$ cat config.mk
export PLATFORM = sky130hd
export DESIGN_NAME = pe_step_ctrl
export DESIGN_NICKNAME = d
export VERILOG_FILES = /design/src/rtl/pe_step_ctrl.sv
export SDC_FILE = /design/constraint.sdc
export NUM_CORES = 1
export LEC_CHECK = 0
export ABC_AREA = 1
export CAP_MARGIN = 40
export CORE_UTILIZATION = 55
export CTS_CLUSTER_DIAMETER = 100
export DETAILED_ROUTE_END_ITERATION = 10
export HOLD_SLACK_MARGIN = 0.02
export MAX_ROUTING_LAYER = met4
export PLACE_DENSITY = 0.76
export SYNTH_ARGS = -nofsm -noshare
export SYNTH_HDL_FRONTEND = slang
export SYNTH_SLANG_ARGS = --single-unit
$ cat constraint.sdc
create_clock -name clk -period 1.9 [get_ports clk]
set_input_delay 0.38 -clock clk [delete_from_list [all_inputs] [get_ports clk]]
set_output_delay 0.38 -clock clk [all_outputs]
set_load 0.1 [all_outputs]
$ cat src/rtl/pe_step_ctrl.sv
`default_nettype none
// ============================================================================
//  Module   : pe_step_ctrl
//  Purpose  : Sequences one ESN time step on a single pe: spaced neuron issue,
//             x write-back, readout-accumulator enables and final y_valid.
//  Option   : PE_CTRL_ABORT_EN adds an abort input that flushes a running step.
//  Revision : 1.0
// ============================================================================
module pe_step_ctrl #(
    parameter int NUM_NRN = 32,
    parameter int AW      = 5,
    parameter int PE_LAT  = 12,
    parameter int X_LAT   = 10,
    parameter int ADD_LAT = 3
) (
    input  logic          clk,
    input  logic          nrst,
    input  logic          start,
`ifdef PE_CTRL_ABORT_EN
    input  logic          abort,
`endif
    output logic          busy,
    output logic          done,
    output logic [AW-1:0] nrn_addr,
    output logic          nrn_vld,
    output logic          x_we,
    output logic [AW-1:0] x_waddr,
    output logic          EN_y_sum_in_n,
    output logic          EN_input_Woutb,
    output logic          EN_sum2_n,
    output logic          EN_y_o_n,
    output logic          y_valid
);

    localparam logic [AW-1:0] c_LAST_ADDR = AW'(NUM_NRN - 1);
    localparam int            c_ACC_TAP   = PE_LAT + ADD_LAT;
    localparam int            c_WB_TAP    = PE_LAT + ADD_LAT - 1;
    localparam int            c_RES_TAP   = PE_LAT + 2 * ADD_LAT;

    typedef enum logic [1:0] {
        S_IDLE  = 2'd0,
        S_ISSUE = 2'd1,
        S_DRAIN = 2'd2
    } state_t;

    state_t               r_state;
    logic [PE_LAT-2:0]    r_vld_pipe;
    logic [c_ACC_TAP-1:0] r_first_pipe;
    logic [c_RES_TAP-1:0] r_last_pipe;

    logic [PE_LAT-1:0]    w_vld_tap;
    logic [c_ACC_TAP:0]   w_first_tap;
    logic [c_RES_TAP:0]   w_last_tap;
    logic                 w_first_now;
    logic                 w_last_now;
    logic                 w_flush;

    // Tap k of each vector is the corresponding issue token delayed k cycles.
    assign w_first_now = nrn_vld && (nrn_addr == '0);
    assign w_last_now  = nrn_vld && (nrn_addr == c_LAST_ADDR);
    assign w_vld_tap   = {r_vld_pipe, nrn_vld};
    assign w_first_tap = {r_first_pipe, w_first_now};
    assign w_last_tap  = {r_last_pipe, w_last_now};

`ifdef PE_CTRL_ABORT_EN
    assign w_flush = abort && busy;
`else
    assign w_flush = 1'b0;
`endif

    always_ff @(posedge clk or negedge nrst) begin
        if (!nrst) begin
            r_state        <= S_IDLE;
            r_vld_pipe     <= '0;
            r_first_pipe   <= '0;
            r_last_pipe    <= '0;
            busy           <= 1'b0;
            done           <= 1'b0;
            nrn_addr       <= '0;
            nrn_vld        <= 1'b0;
            x_we           <= 1'b0;
            EN_y_sum_in_n  <= 1'b1;
            EN_input_Woutb <= 1'b0;
            EN_sum2_n      <= 1'b1;
            EN_y_o_n       <= 1'b1;
            y_valid        <= 1'b0;
        end else if (w_flush) begin
            r_state        <= S_IDLE;
            r_vld_pipe     <= '0;
            r_first_pipe   <= '0;
            r_last_pipe    <= '0;
            busy           <= 1'b0;
            done           <= 1'b0;
            nrn_addr       <= '0;
            nrn_vld        <= 1'b0;
            x_we           <= 1'b0;
            EN_y_sum_in_n  <= 1'b1;
            EN_input_Woutb <= 1'b0;
            EN_sum2_n      <= 1'b1;
            EN_y_o_n       <= 1'b1;
            y_valid        <= 1'b0;
        end else begin
            r_vld_pipe     <= w_vld_tap[PE_LAT-2:0];
            r_first_pipe   <= w_first_tap[c_ACC_TAP-1:0];
            r_last_pipe    <= w_last_tap[c_RES_TAP-1:0];
            x_we           <= w_vld_tap[X_LAT-1];
            EN_y_sum_in_n  <= ~(w_vld_tap[PE_LAT-1] | w_last_tap[c_WB_TAP]);
            EN_input_Woutb <= w_last_tap[c_WB_TAP];
            y_valid        <= w_last_tap[c_RES_TAP];
            done           <= w_last_tap[c_RES_TAP];
            EN_y_o_n       <= ~w_last_tap[c_RES_TAP];
            // Feedback stays off until every ring slot has seen one cleared pass.
            if (w_first_tap[c_ACC_TAP]) begin
                EN_sum2_n <= 1'b0;
            end else if (y_valid) begin
                EN_sum2_n <= 1'b1;
            end
            nrn_vld <= 1'b0;
            case (r_state)
                S_IDLE: begin
                    if (start) begin
                        r_state  <= S_ISSUE;
                        busy     <= 1'b1;
                        nrn_vld  <= 1'b1;
                        nrn_addr <= '0;
                    end
                end
                S_ISSUE: begin
                    if (w_last_now) begin
                        r_state <= S_DRAIN;
                    end else if (w_vld_tap[ADD_LAT-1]) begin
                        nrn_vld  <= 1'b1;
                        nrn_addr <= nrn_addr + AW'(1);
                    end
                end
                S_DRAIN: begin
                    if (y_valid) begin
                        r_state <= S_IDLE;
                        busy    <= 1'b0;
                    end
                end
                default: r_state <= S_IDLE;
            endcase
        end
    end

    generate
        if (X_LAT == 1) begin : g_xaddr_direct
            always_ff @(posedge clk or negedge nrst) begin
                if (!nrst) begin
                    x_waddr <= '0;
                end else if (w_flush) begin
                    x_waddr <= '0;
                end else begin
                    x_waddr <= nrn_addr;
                end
            end
        end else begin : g_xaddr_pipe
            logic [AW-1:0] r_addr_pipe [X_LAT-1];
            always_ff @(posedge clk or negedge nrst) begin
                if (!nrst) begin
                    for (int i = 0; i < X_LAT - 1; i++) r_addr_pipe[i] <= '0;
                    x_waddr <= '0;
                end else if (w_flush) begin
                    for (int i = 0; i < X_LAT - 1; i++) r_addr_pipe[i] <= '0;
                    x_waddr <= '0;
                end else begin
                    r_addr_pipe[0] <= nrn_addr;
                    for (int i = 1; i < X_LAT - 1; i++) r_addr_pipe[i] <= r_addr_pipe[i-1];
                    x_waddr <= r_addr_pipe[X_LAT-2];
                end
            end
        end
    endgenerate

endmodule
`default_nettype wire

==> metrics <==
Warnings, synthesis=0; Net Switching=0.714 mW; count of input and output buffers=21; clock transition at the registers of the reported paths=90 ps; site row count=26; final hold violations=0; run status=completed; ant diodes=0; ports placed on the boundary=22; Clock Path Buffers=2; GRT Total Usage=18.1%; post-placement cell count=258; post-detailed-routing wire length=4.27 mm; ordered cell list for the critical path=ha_1, nand2_1, nor2_1, ha_1, nand2_1, nand2_1, nor2_1, nand3_1, nand2_1; DR vias/cell=4.79; arrival time at the worst endpoint=2000 ps; Largest delay share family, worst path=simple AND/OR/NAND/NOR gates; max capacitance violation total=0; WL per Instance=15.5 µm; required time of the critical path=2170 ps; post-synthesis cell type with the largest combined area=sky130_fd_sc_hd__dfrtp_1; post-layout minimum cycle time=1720 ps; Post-Syn Area per Cell=18.0 µm²; global placer's final weighted congestion=0.801; Initial Util=57.7%; total of endpoints with negative setup slack in the final report=0; VDD IR-drop max=0.549 mV; summed instance area of the synthesized netlist=0.00298 mm²; fraction of power consumed by the clock network=38.9%; floorplan die width=75.7 µm; fraction of the yosys area taken by sequential cells=89.9%; placeable core region=0.00517 mm²; final layout net count=206; fraction of registers with async set or reset after synthesis=100%; sequential share of power=59.6%; count of different cell masters after synthesis=17; count of buffer and inverter cells on the critical path=0; area of the multi-input gates=258 µm²; syn_nets=172; list of most frequent post-synthesis cells=sky130_fd_sc_hd__dfrtp_1 (104), sky130_fd_sc_hd__nand2_1 (21), sky130_fd_sc_hd__inv_1 (8), sky130_fd_sc_hd__nand3_1 (8), sky130_fd_sc_hd__nor2_1 (7); wire length of the first global-routing pass=6.64 mm; primary flip-flop cell chosen by synthesis mapping=sky130_fd_sc_hd__dfrtp_1; Overall Power=3.81 mW; vias in the first global route=1342; Pre-Repair DR Iteration Count=4; Final Slew Violations=0; routed length on met3=160 µm; DRC violations left=0; Finished Layout Cells=275; Chip Height=75.7 µm; amount of wire on met2 after detailed routing=2.05 mm; Sink Count=107; type of the worst setup path=flip-flop to flip-flop; TritonCTS clock tree=built; area growth from synthesis to layout=22.1%; Worst-Margin Slew=447 ps; most numerous cell in the Yosys netlist=sky130_fd_sc_hd__dfrtp_1; fill cell count=294; maximum level of the CTS H-tree=3; worst clock skew=7.21 ps; Crit path top cell by count=sky130_fd_sc_hd__nand2_1; Crit Path Max Fanout=7; cell with the largest stage delay on the worst path=sky130_fd_sc_hd__dfrtp_2; portion of synthesized cell area occupied by the leading cell type=87.2%; clk root buf=sky130_fd_sc_hd__clkbuf_8; combinational power share=1.5%; Critical Path End Type=flip-flop; insertion delay of the later-clocked pin in the worst-skew pair=340 ps; number of enable-type register cells in the synthesized netlist=0; Yosys reg bits=107; Synth area leaders=sky130_fd_sc_hd__dfrtp_1 (87%), sky130_fd_sc_hd__dfstp_2 (2.6%), sky130_fd_sc_hd__nand2_1 (2.6%), sky130_fd_sc_hd__nand3_1 (1.3%), sky130_fd_sc_hd__ha_1 (1.3%); Starting DRT DRC Count=80; initial antenna violation count=0; switching part of the total=18.7%; number of instances in the synthesized netlist=166; headroom to the max-slew limit=70.2%; die footprint=0.00572 mm²; top sig layer=met4; total power density per cell area=1050 mW/mm²; maximum number of pins on one net before global-route repair=41; Fmax achieved=0.580 GHz; Post-CTS Resized=0; wl on met1=2.00 mm; largest stage delay on the critical path=470 ps; area used by sequential logic in the layout=0.00269 mm²; Int Power=3.10 mW; Post-Route Setup TNS=0 ps; Detail Placement HPWL=2.47 mm; setup repair after global routing missed its margin=no; ratio of cells with drive above 1 in the final layout=24.9%; number of buffers created by CTS=9; leakage component of the power=1.77 nW; total number of vias=1316; final period utilization=90.7%; CP Launch Type=flip-flop; total grt overflow=0; class of the tightest hold or removal check=flip-flop to flip-flop; number of antenna-violating nets in the routed design=0
-- repair_timing --
item                                   CTS  global route
endpoints found under the hold margin   31             0
hold buffers                             1             0
setup buffers                            0             0
-- through the flow --
| stage | cell area [µm²] | util (%) | setup slack, ps | hold WS (ps) |
|---|---|---|---|---|
| 3_3_place_gp | 3410 | 65.9 | 394 | 334 |
| 4_1_cts | 3640 | 70.5 | 182 | 354 |
| 5_1_grt | 3640 | 70.5 | 73.5 | 352 |
| 3_5_place_dp | 3410 | 65.9 | 226 | 335 |
| 6_report | 3640 | 70.5 | 176 | 351 |
| 2_1_floorplan | 2990 | - | 111 | 84.4 |
-- routing by layer --
metal,up-vias,global-route usage [%]
met5,-,-
met4,0,9.26
met3,5,5.16
met2,33,26.8
met1,692,23.0
li1,586,-
-- final timing paths --
path	end	startpoint	cells after the start	slack, ps
max	nrn_addr[3]$_DFFE_PN0P_	nrn_addr[0]$_DFFE_PN0P_	9	180
min	r_last_pipe[6]$_DFF_PN0_	r_last_pipe[5]$_DFF_PN0_	0	350
max reg2reg	nrn_addr[3]$_DFFE_PN0P_	nrn_addr[0]$_DFFE_PN0P_	9	180
min reg2reg	r_last_pipe[6]$_DFF_PN0_	r_last_pipe[5]$_DFF_PN0_	0	350
max in group asynchronous	EN_y_sum_in_n$_DFF_PN1_	nrst	3	780
min in group asynchronous	r_first_pipe[9]$_DFF_PN0_	nrst	2	530
-- state kept, by name, summed over array words and instances, names as in the netlist, 2 cells and up --
name	flops
r_last_pipe	18
nrn_addr	5
r_state	2
r_first_pipe	15
r_vld_pipe	11
x_waddr	5
g_xaddr_pipe.r_addr_pipe	45
-- logic make-up (layout without fill, tap and decap cells) --
logic type,after synthesis,after routing,share of synthesized area (%)
flip-flops,107,107,89.9
AND/OR/NAND/NOR,42,42,6.75
buffers and inverters,11,50,1.51
adder cells (fa/ha/maj),3,3,1.26
AO/OA/AOI/OAI,3,3,0.629
-- power groups by stage --
stage	Combinational, mW	Sequential, mW	Clock [mW]
after floorplan	0.00000178	2.32	0
after global placement	0.0539	2.32	0
after detailed placement	0.0572	2.32	0
after CTS	0.0590	2.28	1.54
after global routing	0.0662	2.28	1.63
final	0.0558	2.28	1.48
-- layout by cell type, fill, tap and decap left out --
| cell type | n |
|---|---|
| sky130_fd_sc_hd__buf_12 | 13 |
| sky130_fd_sc_hd__buf_4 | 9 |
| sky130_fd_sc_hd__bufinv_16 | 2 |
| sky130_fd_sc_hd__clkbuf_1 | 1 |
| sky130_fd_sc_hd__clkbuf_8 | 11 |
| sky130_fd_sc_hd__clkdlybuf4s50_1 | 1 |
| sky130_fd_sc_hd__clkinv_2 | 1 |
| sky130_fd_sc_hd__clkinvlp_4 | 1 |
| sky130_fd_sc_hd__dfrtp_1 | 100 |
| sky130_fd_sc_hd__dfrtp_2 | 4 |
| sky130_fd_sc_hd__dfstp_2 | 3 |
| sky130_fd_sc_hd__dlygate4sd3_1 | 1 |
| sky130_fd_sc_hd__ha_1 | 3 |
| sky130_fd_sc_hd__inv_1 | 8 |
| sky130_fd_sc_hd__inv_2 | 2 |
| sky130_fd_sc_hd__nand2_1 | 21 |
| sky130_fd_sc_hd__nand2_4 | 1 |
| sky130_fd_sc_hd__nand3_1 | 8 |
| sky130_fd_sc_hd__nand3_2 | 1 |
| sky130_fd_sc_hd__nand3_4 | 1 |
| sky130_fd_sc_hd__nand4_1 | 1 |
| sky130_fd_sc_hd__nor2_1 | 7 |
| sky130_fd_sc_hd__nor2_2 | 1 |
| sky130_fd_sc_hd__nor3_1 | 1 |
| sky130_fd_sc_hd__o21ai_0 | 2 |
| sky130_fd_sc_hd__o21ai_2 | 1 |
-- area by class of cell --
type	instances	area share, %
clock inverters	4	1.99
multi-input cells	48	7.07
clock buffers	12	4.26
repair buffers	24	9.54
well taps	70	2.40
inverters	10	1.03
flip-flops and latches	107	73.7
Note: power is estimated with default switching activity, not from simulation.
